==> src/rtl/bist_fault_logger_if.sv <==
// bist_fault_logger_if
//   Bundles the BIST compare stream, the verdict outputs and the fault-log
//   read port of bist_fault_logger.
//   Macro: BIST_STOP_ON_FAIL_EN adds halt_req (logger -> controller).
//   master : BIST controller / host side (drives compare stream, test_done, log_rd)
//   slave  : bist_fault_logger
interface bist_fault_logger_if #(
  parameter int ADDR_W = 8,
  parameter int DAT_W  = 4,
  parameter int CNT_W  = 10
);
  logic              en_in;
  logic              cmp_valid;
  logic [ADDR_W-1:0] addr_in;
  logic [DAT_W-1:0]  exp_dat;
  logic [DAT_W-1:0]  read_d;
  logic              test_done;
  logic [CNT_W-1:0]  fault_cnt;
  logic              fail;
  logic              pass;
  logic              busy;
  logic              log_rd;
  logic [ADDR_W-1:0] log_addr;
  logic [DAT_W-1:0]  log_syn;
  logic              log_empty;
  logic              log_ovf;
`ifdef BIST_STOP_ON_FAIL_EN
  logic              halt_req;
`endif

  modport master (
    output en_in, cmp_valid, addr_in, exp_dat, read_d, test_done, log_rd,
    input  fault_cnt, fail, pass, busy, log_addr, log_syn, log_empty, log_ovf
`ifdef BIST_STOP_ON_FAIL_EN
    , input halt_req
`endif
  );

  modport slave (
    input  en_in, cmp_valid, addr_in, exp_dat, read_d, test_done, log_rd,
    output fault_cnt, fail, pass, busy, log_addr, log_syn, log_empty, log_ovf
`ifdef BIST_STOP_ON_FAIL_EN
    , output halt_req
`endif
  );
endinterface

==> src/rtl/bist_fault_logger.sv <==
// bist_fault_logger
//   Checks each SRAM read word of a March C BIST run against the expected
//   word, counts mismatches (saturating), logs {address, syndrome} of each
//   fault in a first-word-fall-through FIFO and gives a pass/fail verdict.
//   Ports:
//     clk    : system clock, rising edge
//     rst_n  : synchronous active-low reset
//     bus    : bist_fault_logger_if.slave (compare stream, verdict, log port)
//   Macro: BIST_STOP_ON_FAIL_EN adds bus.halt_req, set after the first fault
//   of a session.
//
//   state | meaning
//   IDLE  | no session running, waiting for en_in rise
//   RUN   | march in progress, compares active
//   DONE  | march complete, verdict valid
module bist_fault_logger #(
  parameter int ADDR_W    = 8,
  parameter int DAT_W     = 4,
  parameter int LOG_DEPTH = 8,
  parameter int CNT_W     = 10
) (
  input logic                clk,
  input logic                rst_n,
  bist_fault_logger_if.slave bus
);
  localparam int PTR_W = $clog2(LOG_DEPTH);
  localparam logic [PTR_W:0] LP_FULL = (PTR_W+1)'(LOG_DEPTH);

  typedef enum logic [1:0] {ST_IDLE, ST_RUN, ST_DONE} state_t;

  state_t            r_state, w_state_nxt;
  logic              r_en_d;
  logic [CNT_W-1:0]  r_cnt, w_cnt_nxt;
  logic              r_fail, r_pass, r_ovf;
  logic [PTR_W-1:0]  r_wr_ptr, r_rd_ptr;
  logic [PTR_W:0]    r_count;
  logic [ADDR_W-1:0] r_mem_addr [LOG_DEPTH];
  logic [DAT_W-1:0]  r_mem_syn  [LOG_DEPTH];
  logic [ADDR_W-1:0] r_hold_addr;
  logic [DAT_W-1:0]  r_hold_syn;
  logic              w_start, w_mismatch, w_push, w_pop, w_empty, w_full;
  logic [ADDR_W-1:0] w_log_addr;
  logic [DAT_W-1:0]  w_log_syn;

  // A session can only start from IDLE or DONE; in RUN en_in is already high.
  assign w_start    = bus.en_in && !r_en_d && (r_state != ST_RUN);
  assign w_mismatch = (r_state == ST_RUN) && bus.cmp_valid && (bus.exp_dat != bus.read_d);
  assign w_empty    = (r_count == '0);
  assign w_full     = (r_count == LP_FULL);
  assign w_pop      = bus.log_rd && !w_empty;
  // When full, a same-cycle pop frees the slot being written.
  assign w_push     = w_mismatch && (!w_full || w_pop);
  assign w_cnt_nxt  = (w_mismatch && (r_cnt != '1)) ? r_cnt + CNT_W'(1) : r_cnt;

  always_comb begin
    w_state_nxt = r_state;
    case (r_state)
      ST_IDLE: if (w_start) w_state_nxt = ST_RUN;
      ST_RUN: begin
        if (bus.test_done)   w_state_nxt = ST_DONE;
        else if (!bus.en_in) w_state_nxt = ST_IDLE;
      end
      ST_DONE: if (w_start) w_state_nxt = ST_RUN;
      default: w_state_nxt = ST_IDLE;
    endcase
  end

  always_ff @(posedge clk) begin
    if (!rst_n) begin
      r_state     <= ST_IDLE;
      r_en_d      <= 1'b0;
      r_cnt       <= '0;
      r_fail      <= 1'b0;
      r_pass      <= 1'b0;
      r_ovf       <= 1'b0;
      r_wr_ptr    <= '0;
      r_rd_ptr    <= '0;
      r_count     <= '0;
      r_hold_addr <= '0;
      r_hold_syn  <= '0;
    end else begin
      r_state <= w_state_nxt;
      r_en_d  <= bus.en_in;
      // Verdict looks at the post-increment count so a fault coincident
      // with test_done is reflected.
      r_pass  <= (w_state_nxt == ST_DONE) && (w_cnt_nxt == '0);
      if (!w_empty) begin
        r_hold_addr <= w_log_addr;
        r_hold_syn  <= w_log_syn;
      end
      if (w_start) begin
        r_cnt    <= '0;
        r_fail   <= 1'b0;
        r_ovf    <= 1'b0;
        r_wr_ptr <= '0;
        r_rd_ptr <= '0;
        r_count  <= '0;
      end else begin
        r_cnt <= w_cnt_nxt;
        if (w_mismatch) r_fail <= 1'b1;
        if (w_mismatch && !w_push) r_ovf <= 1'b1;
        if (w_push) r_wr_ptr <= r_wr_ptr + PTR_W'(1);
        if (w_pop)  r_rd_ptr <= r_rd_ptr + PTR_W'(1);
        case ({w_push, w_pop})
          2'b10:   r_count <= r_count + (PTR_W+1)'(1);
          2'b01:   r_count <= r_count - (PTR_W+1)'(1);
          default: r_count <= r_count;
        endcase
      end
    end
  end

  always_ff @(posedge clk) begin
    if (w_push) begin
      r_mem_addr[r_wr_ptr] <= bus.addr_in;
      r_mem_syn[r_wr_ptr]  <= bus.exp_dat ^ bus.read_d;
    end
  end

  assign w_log_addr = w_empty ? r_hold_addr : r_mem_addr[r_rd_ptr];
  assign w_log_syn  = w_empty ? r_hold_syn  : r_mem_syn[r_rd_ptr];

`ifdef BIST_STOP_ON_FAIL_EN
  logic r_halt;
  always_ff @(posedge clk) begin
    if (!rst_n)          r_halt <= 1'b0;
    else if (w_start)    r_halt <= 1'b0;
    else if (w_mismatch) r_halt <= 1'b1;
  end
  assign bus.halt_req = r_halt;
`endif

  assign bus.fault_cnt = r_cnt;
  assign bus.fail      = r_fail;
  assign bus.pass      = r_pass;
  assign bus.busy      = (r_state == ST_RUN);
  assign bus.log_addr  = w_log_addr;
  assign bus.log_syn   = w_log_syn;
  assign bus.log_empty = w_empty;
  assign bus.log_ovf   = r_ovf;
endmodule

==> src/flat_wrapper.sv <==
// flat-port wrapper written by rule: the top's interface ports become plain ports
module bist_fault_logger_flat 
#(
  parameter int ADDR_W    = 8,
  parameter int DAT_W     = 4,
  parameter int LOG_DEPTH = 8,
  parameter int CNT_W     = 10
)
  (clk, rst_n, bus_en_in, bus_cmp_valid, bus_addr_in, bus_exp_dat, bus_read_d, bus_test_done, bus_log_rd, bus_fault_cnt, bus_fail, bus_pass, bus_busy, bus_log_addr, bus_log_syn, bus_log_empty, bus_log_ovf);
  bist_fault_logger_if #(.ADDR_W(ADDR_W), .DAT_W(DAT_W), .CNT_W(CNT_W)) bus_i ();
  input logic clk;
  input logic rst_n;
  input wire logic [$bits(bus_i.en_in)-1:0] bus_en_in;
  input wire logic [$bits(bus_i.cmp_valid)-1:0] bus_cmp_valid;
  input wire logic [$bits(bus_i.addr_in)-1:0] bus_addr_in;
  input wire logic [$bits(bus_i.exp_dat)-1:0] bus_exp_dat;
  input wire logic [$bits(bus_i.read_d)-1:0] bus_read_d;
  input wire logic [$bits(bus_i.test_done)-1:0] bus_test_done;
  input wire logic [$bits(bus_i.log_rd)-1:0] bus_log_rd;
  output wire logic [$bits(bus_i.fault_cnt)-1:0] bus_fault_cnt;
  output wire logic [$bits(bus_i.fail)-1:0] bus_fail;
  output wire logic [$bits(bus_i.pass)-1:0] bus_pass;
  output wire logic [$bits(bus_i.busy)-1:0] bus_busy;
  output wire logic [$bits(bus_i.log_addr)-1:0] bus_log_addr;
  output wire logic [$bits(bus_i.log_syn)-1:0] bus_log_syn;
  output wire logic [$bits(bus_i.log_empty)-1:0] bus_log_empty;
  output wire logic [$bits(bus_i.log_ovf)-1:0] bus_log_ovf;
  assign bus_i.en_in = bus_en_in;
  assign bus_i.cmp_valid = bus_cmp_valid;
  assign bus_i.addr_in = bus_addr_in;
  assign bus_i.exp_dat = bus_exp_dat;
  assign bus_i.read_d = bus_read_d;
  assign bus_i.test_done = bus_test_done;
  assign bus_i.log_rd = bus_log_rd;
  assign bus_fault_cnt = bus_i.fault_cnt;
  assign bus_fail = bus_i.fail;
  assign bus_pass = bus_i.pass;
  assign bus_busy = bus_i.busy;
  assign bus_log_addr = bus_i.log_addr;
  assign bus_log_syn = bus_i.log_syn;
  assign bus_log_empty = bus_i.log_empty;
  assign bus_log_ovf = bus_i.log_ovf;
  bist_fault_logger #(.ADDR_W(ADDR_W), .DAT_W(DAT_W), .LOG_DEPTH(LOG_DEPTH), .CNT_W(CNT_W)) u_core (.clk(clk), .rst_n(rst_n), .bus(bus_i));
endmodule
==> config.mk <==
export PLATFORM = sky130hd
export DESIGN_NAME = bist_fault_logger_flat
export DESIGN_NICKNAME = d
export VERILOG_FILES = /design/src/rtl/bist_fault_logger_if.sv /design/src/rtl/bist_fault_logger.sv /design/src/flat_wrapper.sv
export SDC_FILE = /design/constraint.sdc
export NUM_CORES = 1
export LEC_CHECK = 0
export CORE_ASPECT_RATIO = 0.8
export CORE_MARGIN = 8
export CORE_UTILIZATION = 45
export CTS_CLUSTER_DIAMETER = 50
export DETAILED_ROUTE_END_ITERATION = 7
export HOLD_SLACK_MARGIN = 0.1
export PLACE_DENSITY = 0.68
export SETUP_SLACK_MARGIN = 0.02
export SLEW_MARGIN = 20
export SYNTH_ARGS = -nofsm -noshare
export SYNTH_HDL_FRONTEND = slang
export SYNTH_SLANG_ARGS = --single-unit
==> constraint.sdc <==
create_clock -name clk -period 4 [get_ports clk]
set_input_delay 0.6 -clock clk [delete_from_list [all_inputs] [get_ports clk]]
set_output_delay 0.6 -clock clk [all_outputs]
set_load 0.005 [all_outputs]
==> results <==
- The number of enable-type register cells in the synthesized netlist is 96.
- The post-detailed-route wirelength per cell is 18.2 microns.
- The critical path required time is 3.40 ns.
- The clock arrives with 0.00733 ns of skew.
- The summed negative setup slack over all endpoints is 0 ns.
- The worst ir drop on vdd is 0.323 mV.
- The Yosys step of the flow raised 0 warnings.
- The category of cells accounting for the largest share of critical-path delay is buffers and inverters.
- After layout, the design draws a total of 0.00332 W.
- The initial antenna violation count was 0.
- In this run, post-CTS hold repair placed 0 buffers.
- The number of max-slew violations in the final report is 0.
- The worst path setup slack after routing is 0.842 ns.
- Summed over all layers, the routed wires come to 10900 microns.
- In this run the tightest slew margin relative to its limit is 38.2%.
- The cell with the most instances after synthesis is sky130_fd_sc_hd__edfxtp_1.
- Walking the worst path, the cells encountered are buf_4 -> mux4_2 -> mux2i_1 -> o21ai_0 -> clkdlybuf4s50_1.
- In the final design database the tool counted ~460 nets.
- The synthesized area per cell is 15.1 sq um.
- Across all hold checks on the routed design, the worst slack comes to 0.443 ns.
- Across the run, the number of max-cap violations was 0.
- The core region is 12100 sq um.
- The layout overhead on the synthesized area is 24.8%.
- The total vias in the final route is 3218.
- The clock sink total is 137.
- The run finished with clean final reports.
- The synthesis-stage register bit count is 137.
- The commonest cells after synthesis are 96 x sky130_fd_sc_hd__edfxtp_1, 41 x sky130_fd_sc_hd__dfxtp_1, 24 x sky130_fd_sc_hd__mux4_2.
- Counting cells, the worst reg-to-reg path comes to 10.
- Yosys attributes the largest share of cell area to sky130_fd_sc_hd__edfxtp_1 52%, sky130_fd_sc_hd__dfxtp_1 15%, sky130_fd_sc_hd__mux4_2 9.7%.
- Dividing the final minimum period by the clock period gives between 70% and 80%.
- The data arrival time at the worst-slack endpoint is 2.56 ns.
- The kind of critical path is register to output pin.
- In this run the tool buffered the top-level ports with 48 buffer cells.
- The leakage power total is 2.25 nW.
- The H-tree was split into 4 levels.
- Before CTS, the worst setup slack after placement is a little over 0.4 ns.
- The vertical extent of the die is approximately 120 microns.
- The share of post-route cells with drive strength above 1 is about 18%.
- Along the worst hold path, the cell count comes to 2.
- Clock-pin slew was measured on the worst setup and hold paths at 0.06 ns.
- The first-pass GRT wire length is between 15000 and 20000 microns.
- The x dimension of the die is around 140 microns.
- The netlist uses slightly below 50 different library cells.
- The worst-margin pin slew is 0.926 ns.
- In this run the power density over the cells is 479 nW/um^2.
- The number of design-rule violations left by the first detailed-router iteration is ~230.
- The worst min-delay path class is register to register.
- The maximum number of pins on one net before global-route repair is 27.
- The via count of the first global-routing pass is between 3000 and 4000.
- The cell at the root of the clock tree is sky130_fd_sc_hd__clkbuf_16.
- 0 antenna diodes ended up in the layout.
- For the worst-skew pair, the clock arrives at the later sink with an insertion delay of 0.41 ns.
- The worst setup path is launched from a register.
- 49 I/O pins were placed.
- TritonCTS built the clock tree.
- Of the post-synthesis cell area, the dominant cell type holds between 50% and 60%.
- The number of CTS-inserted buffers is 17.
- STA classifies the critical path endpoint as an output pin.
- Setup violations remaining at the end of the flow were counted as 0.
- The initial core utilization is a little under half.
- The final weighted congestion of routability-driven global placement is 0.768.
- The maximum net fanout on the critical path is 24.
- The cell with the biggest individual delay on the critical path is sky130_fd_sc_hd__mux4_2.
- The post-CTS setup-driven buffer insertion count is 0.
- In this run the number of cells on the critical path is 5.
- The overflow left after global routing is 0.
- The instance count of the mapped netlist is roughly 370.
- The remaining number of nets flagged by the antenna check after routing is 0.
- The proportion of synthesized chip area in sequential cells is 66.7%.
- The share of synthesized registers carrying an async set or reset is 0%.
- The die covers around 16000 sq um.
- The detailed-route vias per instance is 5.38.
- The sum of buffers and inverters on the critical path is 2.
- Of all cell types, the one taking the most synthesized area is sky130_fd_sc_hd__edfxtp_1.
- The most used flip-flop cell after synthesis is sky130_fd_sc_hd__edfxtp_1.
- The clock tree buffer depth is 2.
- The pre-antenna-repair detailed-routing pass consisted of 4 iterations.
- The largest single stage delay on the critical path is 0.56 ns.
- The final count of hold timing violations came to 0.
- The combined global-route utilization of all metal layers is 14.3%.
- The net count after synthesis is between 300 and 400.
- The floorplan has 36 rows.
- The number of gates resized after CTS was 0.
- The HPWL after detailed placement is slightly below 7000 microns.
- The synthesized netlist occupies a cell area of 5550 sq um.
- The maximum achievable frequency is about 320 MHz.
- The final critical delay including setup and external delays is 3.16 ns.
- The DRC violation count after routing is 0.
- Setup repair after global routing left no endpoint under its margin.
-- worst reg2reg max path, delay by kind of cell (launching register included) --
| family | cells | cell delay, ns |
|---|---|---|
| buffers and inverters | 1 | 0.24 |
| XOR/XNOR | 2 | 0.33 |
| adder cells (fa/ha/maj) | 2 | 0.50 |
| flip-flops | 1 | 0.50 |
| AO/OA/AOI/OAI | 2 | 0.18 |
| AND/OR/NAND/NOR | 3 | 0.80 |
-- registers in the layout (all words and copies together), names as in the netlist, named ones only --
register / flops
u_core.r_mem_syn: 32
u_core.r_rd_ptr: 3
u_core.r_en_d: 1
u_core.bus.log_ovf: 1
u_core.r_mem_addr: 64
u_core.r_wr_ptr: 3
u_core.r_hold_syn: 4
u_core.r_hold_addr: 8
u_core.bus.pass: 1
u_core.bus.fault_cnt: 10
u_core.bus.fail: 1
u_core.r_state: 2
u_core.r_count: 4
-- where the power goes --
| part | internal (W) | leakage (nW) | total [W] | switching (W) |
|---|---|---|---|---|
| clock | 0.00107 | 0.312 | 0.00163 | 0.000556 |
| combinational | 0.0000724 | 0.743 | 0.000147 | 0.0000745 |
| sequential | 0.00154 | 1.20 | 0.00154 | 0.00000732 |
-- worst paths after layout --
kind / from / slack [ns] / endpoint
max reg2reg: u_core.r_count[0] / 1.39 / u_core.r_count[2]
min reg2reg: u_core.bus.fail / 0.44 / u_core.bus.fail
max: register / 0.84 / bus_log_syn[1]
min: u_core.bus.fail / 0.44 / u_core.bus.fail
-- metal layers --
metal,wire length [microns],global-route usage [%],vias to the layer above
met1,4850,18.1,1585
li1,-,-,1537
met4,104,4.62,0
met3,744,5.44,9
met5,0,0,-
met2,5200,22.4,87
-- layout make-up --
class,instances,area (sq um)
fill,921,5190
sequential,137,3700
multi-input combinational,209,1790
timing repair buffer,63,593
clock buffer,19,453
tap,152,190
clock inverter,13,175
inverter,5,18.8
-- stage by stage --
step,area [sq um],utilization [%],cells
floorplan,5550,-,367
global placement,6300,52.0,566
detailed placement,6300,52.0,566
CTS,6930,57.2,598
global route,6930,57.2,598
finish,6930,57.2,598
-- cell usage in the layout, fill, tap and decap left out, types with 3 or more instances in the layout --
| master | Yosys | layout |
|---|---|---|
| sky130_fd_sc_hd__a21oi_1 | 10 | 10 |
| sky130_fd_sc_hd__and2_1 | 14 | 14 |
| sky130_fd_sc_hd__buf_4 | 1 | 15 |
| sky130_fd_sc_hd__bufinv_16 | 0 | 4 |
| sky130_fd_sc_hd__clkbuf_16 | 0 | 17 |
| sky130_fd_sc_hd__clkdlybuf4s50_1 | 0 | 48 |
| sky130_fd_sc_hd__clkinv_2 | 0 | 6 |
| sky130_fd_sc_hd__dfxtp_1 | 41 | 41 |
| sky130_fd_sc_hd__edfxtp_1 | 96 | 96 |
| sky130_fd_sc_hd__ha_1 | 6 | 6 |
| sky130_fd_sc_hd__inv_1 | 5 | 5 |
| sky130_fd_sc_hd__mux2i_1 | 14 | 14 |
| sky130_fd_sc_hd__mux4_2 | 24 | 24 |
| sky130_fd_sc_hd__nand2_1 | 23 | 23 |
| sky130_fd_sc_hd__nand2b_1 | 3 | 3 |
| sky130_fd_sc_hd__nand3_1 | 5 | 5 |
| sky130_fd_sc_hd__nand3b_1 | 3 | 3 |
| sky130_fd_sc_hd__nor2_1 | 21 | 21 |
| sky130_fd_sc_hd__nor2b_1 | 4 | 4 |
| sky130_fd_sc_hd__nor3_1 | 9 | 9 |
| sky130_fd_sc_hd__o21ai_0 | 13 | 13 |
| sky130_fd_sc_hd__o31ai_1 | 3 | 3 |
| sky130_fd_sc_hd__xnor2_1 | 9 | 9 |
| sky130_fd_sc_hd__xor2_1 | 10 | 10 |
-- cell families after synthesis --
| group | synth area share [%] |
|---|---|
| fa+ha+maj | 1.35 |
| buf+inv | 1.55 |
| simple gates | 9.91 |
| compound gates | 5.23 |
| flops | 66.7 |
| mux | 12.3 |
| xor+xnor | 3.00 |
No activity file was read; power rests on OpenSTA's default activity.
==> RTL edit 1 (config.mk and constraints unchanged) <==
`LOG_DEPTH` is set to 8 in 2 places; all go to 7.
--- a/src/rtl/bist_fault_logger.sv
+++ b/src/rtl/bist_fault_logger.sv
@@ -17,5 +17,5 @@
   parameter int ADDR_W    = 8,
   parameter int DAT_W     = 4,
-  parameter int LOG_DEPTH = 8,
+  parameter int LOG_DEPTH = 7,
   parameter int CNT_W     = 10
 ) (
--- a/src/flat_wrapper.sv
+++ b/src/flat_wrapper.sv
@@ -4,5 +4,5 @@
   parameter int ADDR_W    = 8,
   parameter int DAT_W     = 4,
-  parameter int LOG_DEPTH = 8,
+  parameter int LOG_DEPTH = 7,
   parameter int CNT_W     = 10
 )
Behaviour: not the same (a bounded check fails within 10 cycles, from zero or initial values and one cycle with rst_n low).
==> RTL edit 1 against the original RTL <==
  * Area after synthesis decreased by 5.9%
  * Sequential cell count is 12 lower
  * Fmax up 0.21%
  * Hold slack gained 75 ps
  * Non-clock buffer count is 6 higher
  * Setup slack gained 6.6 ps
  * Core utilization shrank 0.13 points
  * Synthesized cell count rose by 5.4%
  * Routed wire length decreased by 2.4%
  * Final area is 5.9% lower
  * Critical path type unchanged
  * Critical endpoint is now bus_log_addr[7]
Power is not compared: it rests on default switching activity, and its combinational part moved more than twofold at a synthesized area within 25%.
==> RTL edit 1: results (changes against the original RTL) <==
INFO  metric part_of_the_yosys_area_used_for_sequential_elements = 64.02% (-2.7 points)
INFO  metric number_of_cells_produced_by_synthesis = 387 (+5.4%)
INFO  metric final_nets = 482 (+4.6%)
INFO  metric arrival = 2550 ps (about the same)
INFO  metric detailedPlacementHpwl = 7264 µm (+4.8%)
INFO  metric dp_slack = 689.5 ps (+281.6 ps)
INFO  metric cts_bufs_inserted = 17 (unchanged)
INFO  metric first_pass_iteration_count_of_the_detailed_router = 4 (unchanged)
INFO  metric viasPerCell = 5.184 (-3.7%)
INFO  metric placement.cell_area = 5981 µm² (-5.1%)
INFO  metric proportion_of_layout_cells_with_a_drive_suffix_above_1 = 16.27% (-1.4 points)
INFO  metric grt_pass1_wl = 17,260 µm (-0.48%)
INFO  metric yosys.area.top_type_share = 48.30% (-3.6 points)
INFO  metric drt_iter0_drc = 250 (+8.2%)
INFO  metric wl_per_cell = 17.31 µm (-5.1%)
INFO  metric gp_congestion = 0.7679 (about the same)
INFO  metric yosys-top-cells-area = edfxtp_1 (48%), dfxtp_1 (16%), mux4_2 (5.2%)
INFO  metric final.setup_skew = 8.933 ps (+1.605 ps)
INFO  metric status = complete, no violations
INFO  metric worst_pin_slew = 732.1 ps (-193.9 ps)
INFO  metric largest_register_ffs = 56 (-13%)
INFO  metric synth-edff-count = 84 (-13%)
INFO  metric placed_cells_incl_taps = 583 (+3.0%)
INFO  metric top_cell_types_by_occurrence_after_synthesis = edfxtp_1 (84), dfxtp_1 (41), nand2_1 (36), mux2i_1 (26), o21ai_0 (25)
INFO  metric totalWireLength = 10,640 µm (-2.4%)
INFO  metric worst_setup_path_end = bus_log_addr[7]
INFO  metric r2r_setup_slack = 1330 ps (-60 ps)
INFO  metric largest_net_degree_at_the_start_of_global_routing = 35 (+30%)
INFO  metric postSynthNetCount = 415 (+5.1%)
INFO  metric clock_insertion_delay_worst_skew = 400 ps
INFO  metric first_global_vias = 3,236 (+0.53%)
INFO  metric grtUsageTotal = 14.77% (+0.47 points)
INFO  metric max_freq = 317.3 MHz (+0.21%)
RTL edit 1: power by group:
part | switching (mW) | internal [mW] | leakage [nW]
registers | 0.0147 | 1.41 | 1.09
logic | 0.145 | 0.151 | 0.756
clock network | 0.506 | 0.879 | 0.268
RTL edit 1: layout make-up:
type	count	area (µm²)
tap	148	185.2
clock inverter	8	67.56
fill	919	4910
sequential	125	3343
timing repair buffer	69	638.1
clock buffer	24	471.7
inverter	5	20.02
multi-input combinational	236	1794
RTL edit 1: worst min-delay path by stage:
stage	cells after the start	end	from	slack, ps
detailed placement	2	u_core.bus.log_ovf	u_core.bus.log_ovf	510
global route	2	u_core.bus.log_ovf	u_core.bus.log_ovf	550
floorplan	2	u_core.bus.log_ovf	u_core.bus.log_ovf	460
finish	2	u_core.bus.fail	u_core.bus.fail	520
global placement	2	u_core.r_rd_ptr[2]	u_core.r_rd_ptr[2]	510
CTS	2	u_core.bus.log_ovf	u_core.bus.log_ovf	520
RTL edit 1: cells by family after synthesis:
family / count (synthesis) / share of synthesized area [%]
flops: 125 / 64.02
buf+inv: 26 / 2.371
mux: 39 / 10.42
compound gates: 52 / 6.493
fa+ha+maj: 6 / 1.581
simple gates: 122 / 12.27
xor+xnor: 17 / 2.851
RTL edit 1: critical path, delay by kind of cell (launching register included):
kind	cells	cell delay (ps)
AOI/OAI and AO/OA	1	170
DFF	1	300
buffers and inverters	2	870
muxes	2	790
RTL edit 1: per-layer routing:
layer | share of wire, % | routed length [µm] | GRT usage [%] | up-vias
li1 | - | - | - | 1572
met1 | 45 | 4835 | 19.44 | 1548
met2 | 49 | 5164 | 22.95 | 66
met3 | 5.4 | 580 | 4.375 | 2
met4 | 0.60 | 64 | 4.602 | 0
met5 | 0 | 0 | 0 | -
==> RTL edit 2 (same flow settings) <==
Made on the original files. One comparison of `r_count` changes from == to >=.
--- a/src/rtl/bist_fault_logger.sv
+++ b/src/rtl/bist_fault_logger.sv
@@ -47,5 +47,5 @@
   assign w_mismatch = (r_state == ST_RUN) && bus.cmp_valid && (bus.exp_dat != bus.read_d);
   assign w_empty    = (r_count == '0);
-  assign w_full     = (r_count == LP_FULL);
+  assign w_full     = (r_count >= LP_FULL);
   assign w_pop      = bus.log_rd && !w_empty;
   // When full, a same-cycle pop frees the slot being written.
Function: same outputs for any inputs over 4 cycles, from zero or initial values and one cycle with rst_n low; that may be too few to reach the edited logic, so the function may still have changed.
==> RTL edit 2 against the original RTL <==
  * Global-route usage about the same
  * Sequential cell count did not move
  * Power fell by 1.8%
  * Final area grew 0.22%
  * Setup slack worse by 62 ps
  * Routed wire length is 1.4% higher
  * Area after synthesis rose by 0.90%
  * Clock power decreased by 4%
==> RTL edit 2: results (changes against the original RTL) <==
INFO  metric part_of_the_yosys_area_used_for_sequential_elements = 66.10% (-0.60 points)
INFO  metric critical_path.max_fanout = 16 (-33%)
INFO  metric detailedPlacementHpwl = 7077 µm (+2.1%)
INFO  metric crit_family = flip-flops
INFO  metric critical-path-max-stage-delay = 860 ps (+300 ps)
INFO  metric status = complete, no violations
INFO  metric arrival = 2620 ps (+60 ps)
INFO  metric grt_pass1_wl = 17,560 µm (+1.2%)
INFO  metric wirelength_met1 = 4716 µm (-2.8%)
INFO  metric final_cells = 606 (+1.3%)
INFO  metric final_nets = 469 (+1.7%)
INFO  metric placed_cells_incl_taps = 574 (+1.4%)
INFO  metric crit_slowest_cell = dfxtp_1
INFO  metric r2r_start = u_core.r_count[1]
INFO  metric worst_pin_slew = 885.7 ps (-40.20 ps)
INFO  metric leakage = 2.243 nW (-0.31%)
INFO  metric top_cell_types_by_occurrence_after_synthesis = edfxtp_1 (96), dfxtp_1 (41), nor2_1 (31), mux4_2 (24), nand2_1 (21)
INFO  metric r2r_setup_slack = 1450 ps (+60 ps)
INFO  metric yosys-top-cells-area = edfxtp_1 (51%), dfxtp_1 (15%), mux4_2 (9.6%)
INFO  metric dp_slack = 392.0 ps (-15.83 ps)
INFO  metric met3RoutedLength = 827 µm (+11%)
INFO  metric proportion_of_layout_cells_with_a_drive_suffix_above_1 = 18.06% (+0.35 points)
INFO  metric number_of_cells_produced_by_synthesis = 377 (+2.7%)
INFO  metric netSwitchingFraction = 19.75% (+0.50 points)
INFO  metric max-vdd-ir-drop = 0.6758 mV (+110%)
INFO  metric gp_congestion = 0.8190 (+6.6%)
RTL edit 2: changes by cell type after synthesis, moves of 3 or more:
cell / change
a21oi_1: -4
nor2_1: +10
nand2b_1: +4
nand3_1: -3
buf_2: +3
xnor2_1: +3
RTL edit 2: power groups by stage:
stage | registers [mW] | logic, mW | clock network (mW)
floorplan | 1.57 | 0.0689 | 0
global placement | 1.57 | 0.142 | 0
detailed placement | 1.57 | 0.146 | 0
CTS | 1.54 | 0.147 | 1.60
global route | 1.54 | 0.158 | 1.65
finish | 1.54 | 0.143 | 1.57
RTL edit 2: kinds of logic (layout without fill, tap and decap cells):
| logic type | count (synthesis) | count (layout) | share of synthesized area, % |
|---|---|---|---|
| flops | 137 | 137 | 66.10 |
| simple gates | 107 | 107 | 9.647 |
| compound gates | 41 | 41 | 5.248 |
| mux | 39 | 39 | 12.33 |
| buf+inv | 25 | 102 | 1.898 |
| xor+xnor | 22 | 22 | 3.439 |
| fa+ha+maj | 6 | 6 | 1.340 |
RTL edit 2: through the flow:
stage	area (µm²)	hold slack, ps	utilization [%]
floorplan	5603	442.1	-
global placement	6339	439.8	52.12
detailed placement	6339	442.7	52.12
CTS	6943	455.3	57.09
global route	6943	477.7	57.09
finish	6943	451.6	57.09
RTL edit 2: area by class of cell:
cell class / count / area, µm²
tap: 152 / 190.2
clock buffer: 19 / 452.9
sequential: 137 / 3704
fill: 954 / 5219
multi-input combinational: 215 / 1826
clock inverter: 13 / 151.4
timing repair buffer: 63 / 593.1
inverter: 7 / 26.28
RTL edit 2: worst register-to-register path: stages (launching register included):
cell and delay [ps]:
dfxtp_1 460, nor4_2 80, buf_4 220, nor2b_1 390, ha_1 320, xor2_1 170, ha_1 160, a21oi_1 50
xor2_1 170, or3_1 310, a21oi_1 160
